[src/rtl/exc_ctrl_pkg.sv]
// Shared exception codes, CP0 field positions and FSM state type for the
// WB-to-CP0 exception sequencer.
package exc_ctrl_pkg;

  localparam logic [4:0] EXC_INT  = 5'h00;
  localparam logic [4:0] EXC_ADEL = 5'h04;
  localparam logic [4:0] EXC_ADES = 5'h05;
  localparam logic [4:0] EXC_SYS  = 5'h08;
  localparam logic [4:0] EXC_BP   = 5'h09;
  localparam logic [4:0] EXC_RI   = 5'h0a;
  localparam logic [4:0] EXC_OV   = 5'h0c;
  localparam logic [4:0] EXC_NONE = 5'h1f;

  localparam logic [31:0] EX_ENTRY_DEF = 32'hbfc00380;

  localparam int SR_IE  = 0;
  localparam int SR_EXL = 1;
  localparam int IM_LSB = 8;
  localparam int IM_MSB = 15;
  localparam int IP_LSB = 8;
  localparam int IP_MSB = 15;

  typedef enum logic [1:0] {
    ST_IDLE  = 2'd0,
    ST_FLUSH = 2'd1,
    ST_REDIR = 2'd2
  } exc_state_e;

  // CP0 rewinds EPC by 4 for delay-slot faults, except when the fault is the
  // fetch itself (the slot PC is then the faulting PC).
  function automatic logic [31:0] epc_src(input logic [31:0] pc,
                                          input logic        bd,
                                          input logic        pc_error);
    return (bd && !pc_error) ? pc + 32'd4 : pc;
  endfunction

endpackage

[src/rtl/exc_int_sync.sv]
// Interrupt request combine plus one sampling register, giving the sequencer
// a stable one-cycle-late view of pending interrupts.
module exc_int_sync (
  input  logic       clk,
  input  logic       reset,
  input  logic [7:0] ip_i,
  input  logic [7:0] im_i,
  input  logic       ie_i,
  input  logic       exl_i,
  output logic       int_q_o
);

  logic int_req;
  logic int_q;

  assign int_req = ie_i & ~exl_i & (|(ip_i & im_i));

  always_ff @(posedge clk) begin
    if (reset) begin
      int_q <= 1'b0;
    end else begin
      int_q <= int_req;
    end
  end

  assign int_q_o = int_q;

endmodule

[src/rtl/exc_ctrl.sv]
// Exception/interrupt sequencer: picks the trap cause for the WB instruction,
// pulses the CP0 commit inputs and runs flush/redirect toward IF.
//
// state | meaning
// IDLE  | watching WB for interrupt, exception or ERET
// FLUSH | younger stages killed, counting down the flush window
// REDIR | flush held, redirect offered to IF until accepted
module exc_ctrl
  import exc_ctrl_pkg::*;
#(
  parameter logic [31:0] EX_ENTRY     = EX_ENTRY_DEF,
  parameter int unsigned FLUSH_CYCLES = 2
) (
  input  logic        clk,
  input  logic        reset,
  input  logic        ws_valid,
  input  logic [4:0]  ws_ex_code,
  input  logic        ws_eret,
  input  logic        ws_bd,
  input  logic [31:0] ws_pc,
  input  logic [31:0] ws_badvaddr,
  input  logic        ws_pc_error,
  input  logic [31:0] cp0_cause,
  input  logic [31:0] cp0_status,
  input  logic [31:0] cp0_epc,
  input  logic        fs_redirect_ready,
  output logic [4:0]  cp0_ex_code,
  output logic        cp0_bd,
  output logic        cp0_eret,
  output logic [31:0] cp0_pc,
  output logic [31:0] cp0_badvaddr,
  output logic        pipe_flush,
  output logic        redirect_valid,
  output logic [31:0] redirect_pc,
  output logic        busy
);

  localparam logic [3:0] FLUSH_LOAD = 4'(FLUSH_CYCLES - 1);

  exc_state_e  state_q, state_d;
  logic [3:0]  cnt_q, cnt_d;
  logic        int_q;
  logic        take_int, take_exc, take_eret, trigger;

  logic [4:0]  ex_code_q, ex_code_d;
  logic        bd_q, bd_d;
  logic        eret_q, eret_d;
  logic [31:0] pc_q, pc_d;
  logic [31:0] badvaddr_q, badvaddr_d;
  logic [31:0] redir_pc_q, redir_pc_d;

  logic unused_cp0_bits;
  assign unused_cp0_bits = ^{cp0_cause[31:16], cp0_cause[7:0],
                             cp0_status[31:16], cp0_status[7:2]};

  exc_int_sync u_int_sync (
    .clk     (clk),
    .reset   (reset),
    .ip_i    (cp0_cause[IP_MSB:IP_LSB]),
    .im_i    (cp0_status[IM_MSB:IM_LSB]),
    .ie_i    (cp0_status[SR_IE]),
    .exl_i   (cp0_status[SR_EXL]),
    .int_q_o (int_q)
  );

  // Interrupt outranks everything; ERET only when nothing else is pending.
  always_comb begin
    take_int  = int_q;
    take_exc  = ~int_q & (ws_ex_code != EXC_NONE);
    take_eret = ~int_q & (ws_ex_code == EXC_NONE) & ws_eret;
    trigger   = (state_q == ST_IDLE) & ws_valid & (take_int | take_exc | take_eret);
  end

  always_ff @(posedge clk) begin
    if (reset) begin
      state_q <= ST_IDLE;
      cnt_q   <= '0;
    end else begin
      state_q <= state_d;
      cnt_q   <= cnt_d;
    end
  end

  always_comb begin
    state_d        = state_q;
    cnt_d          = cnt_q;
    pipe_flush     = 1'b0;
    redirect_valid = 1'b0;
    busy           = 1'b0;
    case (state_q)
      ST_IDLE: begin
        if (trigger) begin
          state_d = ST_FLUSH;
          cnt_d   = FLUSH_LOAD;
        end
      end
      ST_FLUSH: begin
        pipe_flush = 1'b1;
        busy       = 1'b1;
        if (cnt_q == 4'd0) begin
          state_d = ST_REDIR;
        end else begin
          cnt_d = cnt_q - 4'd1;
        end
      end
      ST_REDIR: begin
        pipe_flush     = 1'b1;
        redirect_valid = 1'b1;
        busy           = 1'b1;
        if (fs_redirect_ready) begin
          state_d = ST_IDLE;
        end
      end
      default: state_d = ST_IDLE;
    endcase
  end

  // Commit outputs are a single-cycle pulse; every non-trigger cycle reloads idle values.
  always_comb begin
    ex_code_d  = EXC_NONE;
    bd_d       = 1'b0;
    eret_d     = 1'b0;
    pc_d       = '0;
    badvaddr_d = '0;
    redir_pc_d = redir_pc_q;
    if (trigger) begin
      ex_code_d  = take_int ? EXC_INT : (take_exc ? ws_ex_code : EXC_NONE);
      eret_d     = take_eret;
      bd_d       = ws_bd;
      pc_d       = epc_src(ws_pc, ws_bd, ws_pc_error);
      badvaddr_d = ws_badvaddr;
      redir_pc_d = take_eret ? cp0_epc : EX_ENTRY;
    end
  end

  always_ff @(posedge clk) begin
    if (reset) begin
      ex_code_q  <= EXC_NONE;
      bd_q       <= 1'b0;
      eret_q     <= 1'b0;
      pc_q       <= '0;
      badvaddr_q <= '0;
      redir_pc_q <= '0;
    end else begin
      ex_code_q  <= ex_code_d;
      bd_q       <= bd_d;
      eret_q     <= eret_d;
      pc_q       <= pc_d;
      badvaddr_q <= badvaddr_d;
      redir_pc_q <= redir_pc_d;
    end
  end

  assign cp0_ex_code  = ex_code_q;
  assign cp0_bd       = bd_q;
  assign cp0_eret     = eret_q;
  assign cp0_pc       = pc_q;
  assign cp0_badvaddr = badvaddr_q;
  assign redirect_pc  = redir_pc_q;

endmodule

[config.mk]
export PLATFORM = sky130hd
export DESIGN_NAME = exc_ctrl
export DESIGN_NICKNAME = d
export VERILOG_FILES = /design/src/rtl/exc_ctrl_pkg.sv /design/src/rtl/exc_int_sync.sv /design/src/rtl/exc_ctrl.sv
export SDC_FILE = /design/constraint.sdc
export NUM_CORES = 1
export LEC_CHECK = 0
export CAP_MARGIN = 25
export CORE_UTILIZATION = 35
export DETAILED_ROUTE_END_ITERATION = 10
export PLACE_DENSITY = 0.83
export SYNTH_ARGS = -nofsm -noshare
export SYNTH_HDL_FRONTEND = slang
export SYNTH_HIERARCHICAL = 1
export SYNTH_SLANG_ARGS = --single-unit
[constraint.sdc]
create_clock -name clk -period 2.18 [get_ports clk]
set_input_delay 0.436 -clock clk [delete_from_list [all_inputs] [get_ports clk]]
set_output_delay 0.436 -clock clk [all_outputs]
set_load 0.01 [all_outputs]
Yosys cells after proc, flatten, opt, wreduce, memory -nomap -nowiden
Cells that the tools add are included.

operators by class
  add/sub/neg operators = 2
  equality and inequality tests = 8
  multiplexer cells = 13
  bitwise logic cells = 13
  reduce and logical (&&, ||, !) cells = 10

operators by type and width
  operator               count
  $mux 32                2
  $add 32x3->32 const B  1
  $mux 5                 2
  $and 8x8->8            1
  $mux 4                 2
  $ne 2x2->1 const B     4
  $pmux 4 s2             1
  $reduce_or 8->1        1
  $and 1x1->1            7
  $mux 2                 3
  $pmux 2 s3             1
  $reduce_and 3->1       2
  $eq 5x5->1 const B     1
  $ne 5x5->1 const B     1
  $logic_not 4->1        1
  $reduce_or 2->1        2
  $sub 4x1->4 const B    1
  $not 1->1              3
  $eq 2x1->1 const B     1
  $eq 2x2->1 const B     1
  $logic_not 2->1        1
  $mux 1                 2
  $or 1x1->1             2
  $reduce_bool 2->1      1
  2 further kinds        2

word-level totals
  bits in registers = 110
  output and inout port bits = 106
  word-level logic and storage cells = 55

Depth between registers and ports, before layout
Gate-level depths: netlist of the first run.

  depth after elaboration = 7
  mapped depth = 7
  gate-level depth less buffers = 7

Cells and area by module
Netlist of the first run, hierarchy kept.

modules (own cells, without submodules)
  module        instances  cells an instance  area an instance (um^2)
  exc_ctrl      1          392                3928.8
  exc_int_sync  1          8                  71.3

Worst setup path before layout of the first run
No wires, ideal clock.

  path type = in2reg
  from = input ws_pc_error
  to = register pc_q[31], in the netlist cp0_pc[31]
  setup time = 0.071 ns
  arrival time = 1.742 ns
  data required time = 2.109 ns
  slack = 0.367 ns
  stages on the path = 5
  cells stage by stage = nand4b_4 > nor4_4 > nand3_2 > or3_1 > a21oi_1

between the ends
  longest elaborated chain between the ends = 3

ends and longest elaborated chain
  item                    line                source
  start: declaration      exc_ctrl.sv:22      input logic ws_pc_error,
  $logic_not 1->1         exc_ctrl_pkg.sv:34  return (bd && !pc_error) ? pc + 32'd4 : pc;
  $logic_and 1x1->1       exc_ctrl_pkg.sv:34
  $mux 32                 exc_ctrl_pkg.sv:34
  end signal: assignment  exc_ctrl.sv:148     pc_q <= pc_d;
  end: declaration        exc_ctrl.sv:48      logic [31:0] pc_q, pc_d;

No other way between the ends.
A chain may end at the register's enable or synchronous reset.

Worst setup path after layout of the first run
  from = register state_q[0]
  to = output pipe_flush

between the ends
  longest elaborated chain between the ends = 3
  elaborated cells between the ends (all ways) = 4
  classes of those cells = 2 x eq/ne; 1 x mux; 1 x reduce/logical

ends and longest elaborated chain
  item                                      line            source
  start: declaration                        exc_ctrl.sv:40  exc_state_e state_q, state_d;
  start signal: assignment                  exc_ctrl.sv:79  state_q <= state_d;
  $eq 2x2->1 or $eq 2x1->1 (tied branches)  exc_ctrl.sv:90  case (state_q)
  $reduce_or 2->1 (no source line) *        --
  $mux 1 *                                  exc_ctrl.sv:90
  end: declaration                          exc_ctrl.sv:32  output logic pipe_flush,

Mark *: on every way between the ends. The rest lies on a longest branch, timed or not.

==> flow_summary.yaml, run 1 <==
status:
  outcome: "completed"
worst_setup_path:
  cp-start-kind: "flop"
  required_ps: 1740
  path_max_fanout: 3
  crit_type: "flop to output pin"
  crit_arrival_ps: 1640
  r2r_cells: 7
  worstSetupEndpointType: "output pin"
  reg2reg_to: "cnt_q[0]"
  timing.rr.start: "state_q[0]"
  r2r_setup_slack_ps: 490
detailed_routing:
  routed_wirelength_mm: 11.4
  num_vias: 3703
  drc: 0
  routedWlPerCell_um: 14.3
  antenna_left: 0
  drtPass1Iterations: 4
  first_iter_violations: 190
  avgViaCountPerCell: 4.64
floorplan:
  coreArea_sq_um: 11000
  die_w_um: 109
  io_pins: 278
  die_area_sq_um: 11900
  row_count: 38
  die_h_um: 109
  start_util_pct: 36.4
clock_tree:
  cts_sinks: 110
  postCtsSetupRepairBufs: 0
  clockRootBuffer: "clkbuf_16"
  numCtsBuffers: 9
  clkTransAtPathRegs_ps: 70
  post_cts_resized: 0
  cts_tree: "built"
  hold_buffers: 0
  cts_buffer_depth: 2
  cts.htree.levels: 3
  clk_latency_ps: 350
sta:
  min_period_ps: 2070
  worstMarginPinSlew_ps: 366
  setup_violations: 0
  rsz0062_at_grt: "false"
  slew_violations: 0
  hold_viol: 0
  worst_slack_ps: 109
  fin_crit_sh_pct: 95.0
  slew_headroom_pct: 75.4
  fmax_mhz: 483
  fin_skew_ps: 5.45
logic_synthesis:
  netlist-cell-type-count: 39
  synth_cells: 400
  yosys_warnings: 6
  synthArstFlopShare_pct: 0
  synth_fp_nets: 579
  synth.avg_cell_area_sq_um: 10.0
  synth-edff-count: 0
  syn_area_sq_um: 4000
  seq_area_frac_synth_pct: 55.1
  synth_ff_type: "dfxtp_1"
  ys_ff_latch: 110
placement:
  dpl.cell_count: 782
  post-place-ws_ps: -22.9
  portBuffers: 231
  dp_hpwl_mm: 8.90
  place_congestion: 0.792
global_route:
  antenna_found_initial: 0
  grt-ovfl-total: 0
  grt_max_degree: 41
  grt_usage_pct: 19.1
  grtUsageMet3_pct: 5.68
  grt_first_pass_wirelength_mm: 17.3
  grt_pass1_vias: 3611
  grtUsageMet1_pct: 20.9
  top_usage_layer: "met2"
  use_met2_pct: 34.1
min_path:
  holdPathEnd: "redirect_pc[2]"
  hold_path_class: "flop to flop"
  min_from: "redirect_pc[2]"
  hold_depth: 1
layout:
  final_common_cell: "clkdlybuf4s50_1"
  drive_above_1_share_pct: 8.21
  layout.cells.most_common_list: "231 x clkdlybuf4s50_1, 110 x dfxtp_1, 63 x nor2_1"
  layout.cells.non_filler: 798
  final_nets: 832
  area_delta_synth_final_pct: 74.5
  antenna_cells: 0
power:
  peakVddDrop_mv: 0.732
  p_per_area_nw_per_um2: 794
  leakage_uw: 0.00269
job:
  maxCapViolations: 0
critical path, cell delays in order, from the launching register on:
cell	delay, ps
dfxtp_1	360
inv_1	90
ha_1	310
clkdlybuf4s50_1	540
metrics by stage:
| step | hold slack (ps) | total power (uW) | TNS, ps | util (%) | area [sq um] |
|---|---|---|---|---|---|
| after floorplan | 451 | 3060 | 0 | - | 4000 |
| after global placement | 462 | 3880 | 0 | 60.8 | 6680 |
| after detailed placement | 466 | 3940 | -127 | 60.8 | 6680 |
| after CTS | 485 | 5600 | 0 | 63.6 | 6980 |
| after global routing | 499 | 5820 | 0 | 63.6 | 6980 |
| final | 481 | 5540 | 0 | 63.6 | 6980 |
sequential cells by signal, summed over array words and instances (netlist names):
register,count
cp0_badvaddr,32
cp0_pc,32
redirect_pc,32
cp0_ex_code,5
cnt_q,4
state_q,2
cp0_bd,1
cp0_eret,1
u_int_sync/int_q_o,1
worst max-delay path by stage:
stage | depth (start not counted) | startpoint | end
final | 3 | state_q[0] | pipe_flush
after global routing | 3 | state_q[0] | busy
after CTS | 3 | state_q[0] | pipe_flush
after detailed placement | 7 | ws_ex_code[3] | redirect_pc[5]
after global placement | 7 | ws_bd | cp0_pc[25]
after floorplan | 5 | ws_pc_error | cp0_pc[31]
layer usage:
metal / wire [um] / vias to the layer above
li1: - / 1864
met1: 4420 / 1699
met2: 5910 / 124
met3: 876 / 16
met4: 216 / 0
met5: 0 / -
synth_stat cells (all sizes together), types with 2 or more instances:
library cell	n	area (sq um)
ha	7	87.6
mux2i	3	30.0
nor2	63	236
and3	4	25.0
and2	36	226
clkbuf	17	63.8
xnor2	6	52.6
a22o	20	175
a22oi	4	35.0
nand4b	2	32.5
xor2	20	175
nand3	14	75.1
or3	4	25.0
o21ai	8	40.0
a211oi	13	97.6
nor4	2	42.5
nor2b	2	12.5
nand2	15	56.3
nand4	9	71.3
a21oi	5	25.0
nand2b	5	31.3
dfxtp	110	2200
nor3	7	40.0
and4	3	26.3
inv	13	48.8
where the power goes:
| group | internal, uW | switching (uW) |
|---|---|---|
| clock | 898 | 750 |
| combinational | 875 | 695 |
| sequential | 2240 | 90.2 |
| total | 4010 | 1530 |
cell type report:
cell class	instances	area, sq um
fillers	902	4000
inverters	13	48.8
flip-flops and latches	110	2200
well taps	140	175
clock buffers	10	229
repair buffers	260	2570
clock inverters	6	70.1
multi-input cells	259	1690
logic make-up after synthesis:
kind of cell	Yosys count	share of synthesized area, %
flip-flops	110	55.1
buffers and inverters	31	3.00
multiplexers	3	0.751
AO/OA/AOI/OAI	55	10.4
XOR/XNOR	26	5.69
adder cells (fa/ha/maj)	7	2.19
AND/OR/NAND/NOR	168	22.9
(Power assumes the default switching activity.)
==> run 2, diff against run 1 <==
--- a/config.mk
+++ b/config.mk
@@ -7,6 +7,7 @@
 export LEC_CHECK = 0
 export CAP_MARGIN = 25
 export CORE_UTILIZATION = 35
+export CTS_CLUSTER_SIZE = 16
 export DETAILED_ROUTE_END_ITERATION = 10
 export PLACE_DENSITY = 0.83
 export SYNTH_ARGS = -nofsm -noshare
==> results of run 2 <==
Same layout as run 1: the final DEF is identical, and so are final timing and power.
==> run 3, diff against run 2 <==
--- a/config.mk
+++ b/config.mk
@@ -9,8 +9,8 @@
 export CORE_UTILIZATION = 35
 export CTS_CLUSTER_SIZE = 16
 export DETAILED_ROUTE_END_ITERATION = 10
-export PLACE_DENSITY = 0.83
+export HOLD_SLACK_MARGIN = 0.06
+export PLACE_DENSITY = 0.82
 export SYNTH_ARGS = -nofsm -noshare
 export SYNTH_HDL_FRONTEND = slang
-export SYNTH_HIERARCHICAL = 1
 export SYNTH_SLANG_ARGS = --single-unit
==> run 3 against run 2 <==
  * Via count rose by 7.6%
  * Maximum frequency hardly changed
  * Core utilization decreased by 1.5 points
  * Critical path depth is the same
  * Worst setup slack worse by 0.99 ps
  * Clock skew down 2.8 ps
  * Combinational power up 4%
  * Wire length rose by 7.9%
  * Global-route usage up 0.56 points
  * Flip-flop and latch count unchanged
  * Non-clock buffer count grew 6
  * Largest cell class unchanged
  * Highest routed layer unchanged
==> flow_summary.yaml, run 3 <==
status:
  outcome: "completed"
logic_synthesis:
  synth_top_area_share_pct: 53.8
  seq_area_frac_synth_pct: 53.8
  yosysTopAreaCell: "dfxtp_1"
  synth-edff-count: 0
  netlist-cell-type-count: 47
  yosys-top-cells-count: "110 x dfxtp_1, 38 x and2_1, 28 x nor2_1, 22 x nand2_1, 21 x a22o_1"
  synth_cells: 413
  synth_ff_type: "dfxtp_1"
  synth_fp_nets: 592
  syn_area_sq_um: 4090
  yosysMostFrequentCell: "dfxtp_1"
  yosys_warnings: 0
  synth.top_cells.by_area: "dfxtp_1 54%, and2_1 5.8%, a22o_1 4.5%, mux2i_1 3.2%, nor2_1 2.6%"
  synthArstFlopShare_pct: 0
  synth.avg_cell_area_sq_um: 9.91
  ys_ff_latch: 110
global_route:
  grt_first_pass_wirelength_mm: 18.3
  grt_pass1_vias: 4028
  antenna_found_initial: 0
  grt-ovfl-total: 0
  grt_usage_pct: 19.6
  grt_max_degree: 40
placement:
  place_congestion: 0.865
  dp_hpwl_mm: 9.53
  portBuffers: 231
  post-place-ws_ps: -224
  dpl.cell_count: 802
  placement.cell_area_sq_um: 6820
worst_setup_path:
  path_max_fanout: 3
  crit_arrival_ps: 1640
  timing.rr.start: "state_q[1]"
  cp-start-kind: "flop"
  worstSetupEndpointType: "output pin"
  reg2reg_to: "cp0_pc[30]"
  required_ps: 1740
  r2r_setup_slack_ps: 370
  crit_type: "flop to output pin"
  r2r_cells: 7
detailed_routing:
  avgViaCountPerCell: 4.88
  first_iter_violations: 154
  routedWlPerCell_um: 15.1
  drc: 0
  routed_wirelength_mm: 12.3
  drtPass1Iterations: 4
  num_vias: 3985
  antenna_left: 0
clock_tree:
  postCtsSetupRepairBufs: 0
  clk_latency_ps: 350
  cts_tree: "built"
  post_cts_resized: 0
  cts_sinks: 110
  clockRootBuffer: "clkbuf_16"
  clkTransAtPathRegs_ps: 70
  hold_buffers: 0
  numCtsBuffers: 9
  cts.htree.levels: 3
  cts_buffer_depth: 2
sta:
  slew_headroom_pct: 74.7
  worstMarginPinSlew_ps: 375
  slew_violations: 0
  hold_viol: 0
  fin_crit_sh_pct: 95.1
  min_period_ps: 2070
  fin_hold_ws_ps: 479
  rsz0062_at_grt: "false"
  fmax_mhz: 483
  worst_slack_ps: 108
  setup_violations: 0
  fin_skew_ps: 2.62
layout:
  antenna_cells: 0
  design_area_sq_um: 7080
  final_nets: 849
  area_delta_synth_final_pct: 73.1
  nFillCells: 942
  drive_above_1_share_pct: 8.75
  layout.cells.non_filler: 817
  seqCellArea_sq_um: 2200
  multi_input_area_sq_um: 1770
  layout.cells.most_common_list: "231 x clkdlybuf4s50_1, 110 x dfxtp_1, 38 x and2_1"
  final_common_cell: "clkdlybuf4s50_1"
min_path:
  hold_depth: 1
  min_from: "redirect_pc[30]"
  hold_path_class: "flop to flop"
  holdPathEnd: "redirect_pc[30]"
floorplan:
  die_area_sq_um: 12100
  die_w_um: 110
  row_count: 39
  start_util_pct: 35.8
  coreArea_sq_um: 11400
  io_pins: 278
  die_h_um: 110
power:
  leakage_uw: 0.00276
  p_total_uw: 5470
  p_per_area_nw_per_um2: 773
  peakVddDrop_mv: 0.511
job:
  maxCapViolations: 0
run 3: cell types whose count changed in the layout (fill, tap and decap cells not counted), sizes merged, moves of 5 or more:
cell	before	now
nand2b	5	14
nand2	15	22
xor2	20	3
a211oi	13	0
mux2i	3	13
buf	29	35
o21ai	8	13
nor2	63	28
o22ai	0	12
a21oi	5	12
run 3: through the flow:
| stage | setup TNS [ps] | utilization (%) |
|---|---|---|
| after floorplan | 0 | - |
| after global placement | -853 | 59.7 |
| after detailed placement | -1410 | 59.7 |
| after CTS | 0 | 62.0 |
| after global routing | 0 | 62.0 |
| final | 0 | 62.0 |
run 3: report_power, final:
part / total, uW / internal, uW / switching (uW) / leakage (uW)
Clock: 1510 / 778 / 734 / 0.000126
Combinational: 1640 / 921 / 719 / 0.00173
Sequential: 2320 / 2230 / 87.4 / 0.000899
run 3: worst max-delay path by stage:
stage	cells after the start	end	start	slack [ps]
final	3	busy	state_q[1]	110
after detailed placement	6	cp0_pc[16]	ws_pc[2]	-220
after floorplan	5	cp0_pc[16]	ws_pc[2]	410
after global routing	3	busy	state_q[0]	10
after CTS	3	pipe_flush	state_q[0]	80
after global placement	6	cp0_pc[16]	ws_pc[2]	-160
run 3: kinds of logic after synthesis:
kind of cell / synth area share (%)
DFF: 53.8
muxes: 3.46
AOI/OAI and AO/OA: 12.7
buffers and inverters: 3.42
and+or+nand+nor: 22.5
adders and majority gates: 2.14
xor gates and xnor gates: 1.93
run 3: area by class of cell:
class / instances / share of cell area (%)
clock buffer: 11 / 3.29
clock inverter: 4 / 0.477
inverter: 14 / 0.742
multi-input combinational: 269 / 25.0
sequential: 110 / 31.1
tap: 143 / 2.53
timing repair buffer: 266 / 36.9
run 3: layer usage:
| layer | track usage, % | up-vias | wire, um |
|---|---|---|---|
| li1 | - | 1965 | - |
| met1 | 20.8 | 1841 | 4720 |
| met2 | 36.4 | 160 | 6480 |
| met3 | 4.88 | 19 | 878 |
| met4 | 9.12 | 0 | 249 |
| met5 | 0 | - | 0 |
run 3: worst max-delay path: stages, from the launching register on:
cell and delay, ps:
dfxtp_1 360, inv_1 90, ha_1 300, clkdlybuf4s50_1 540
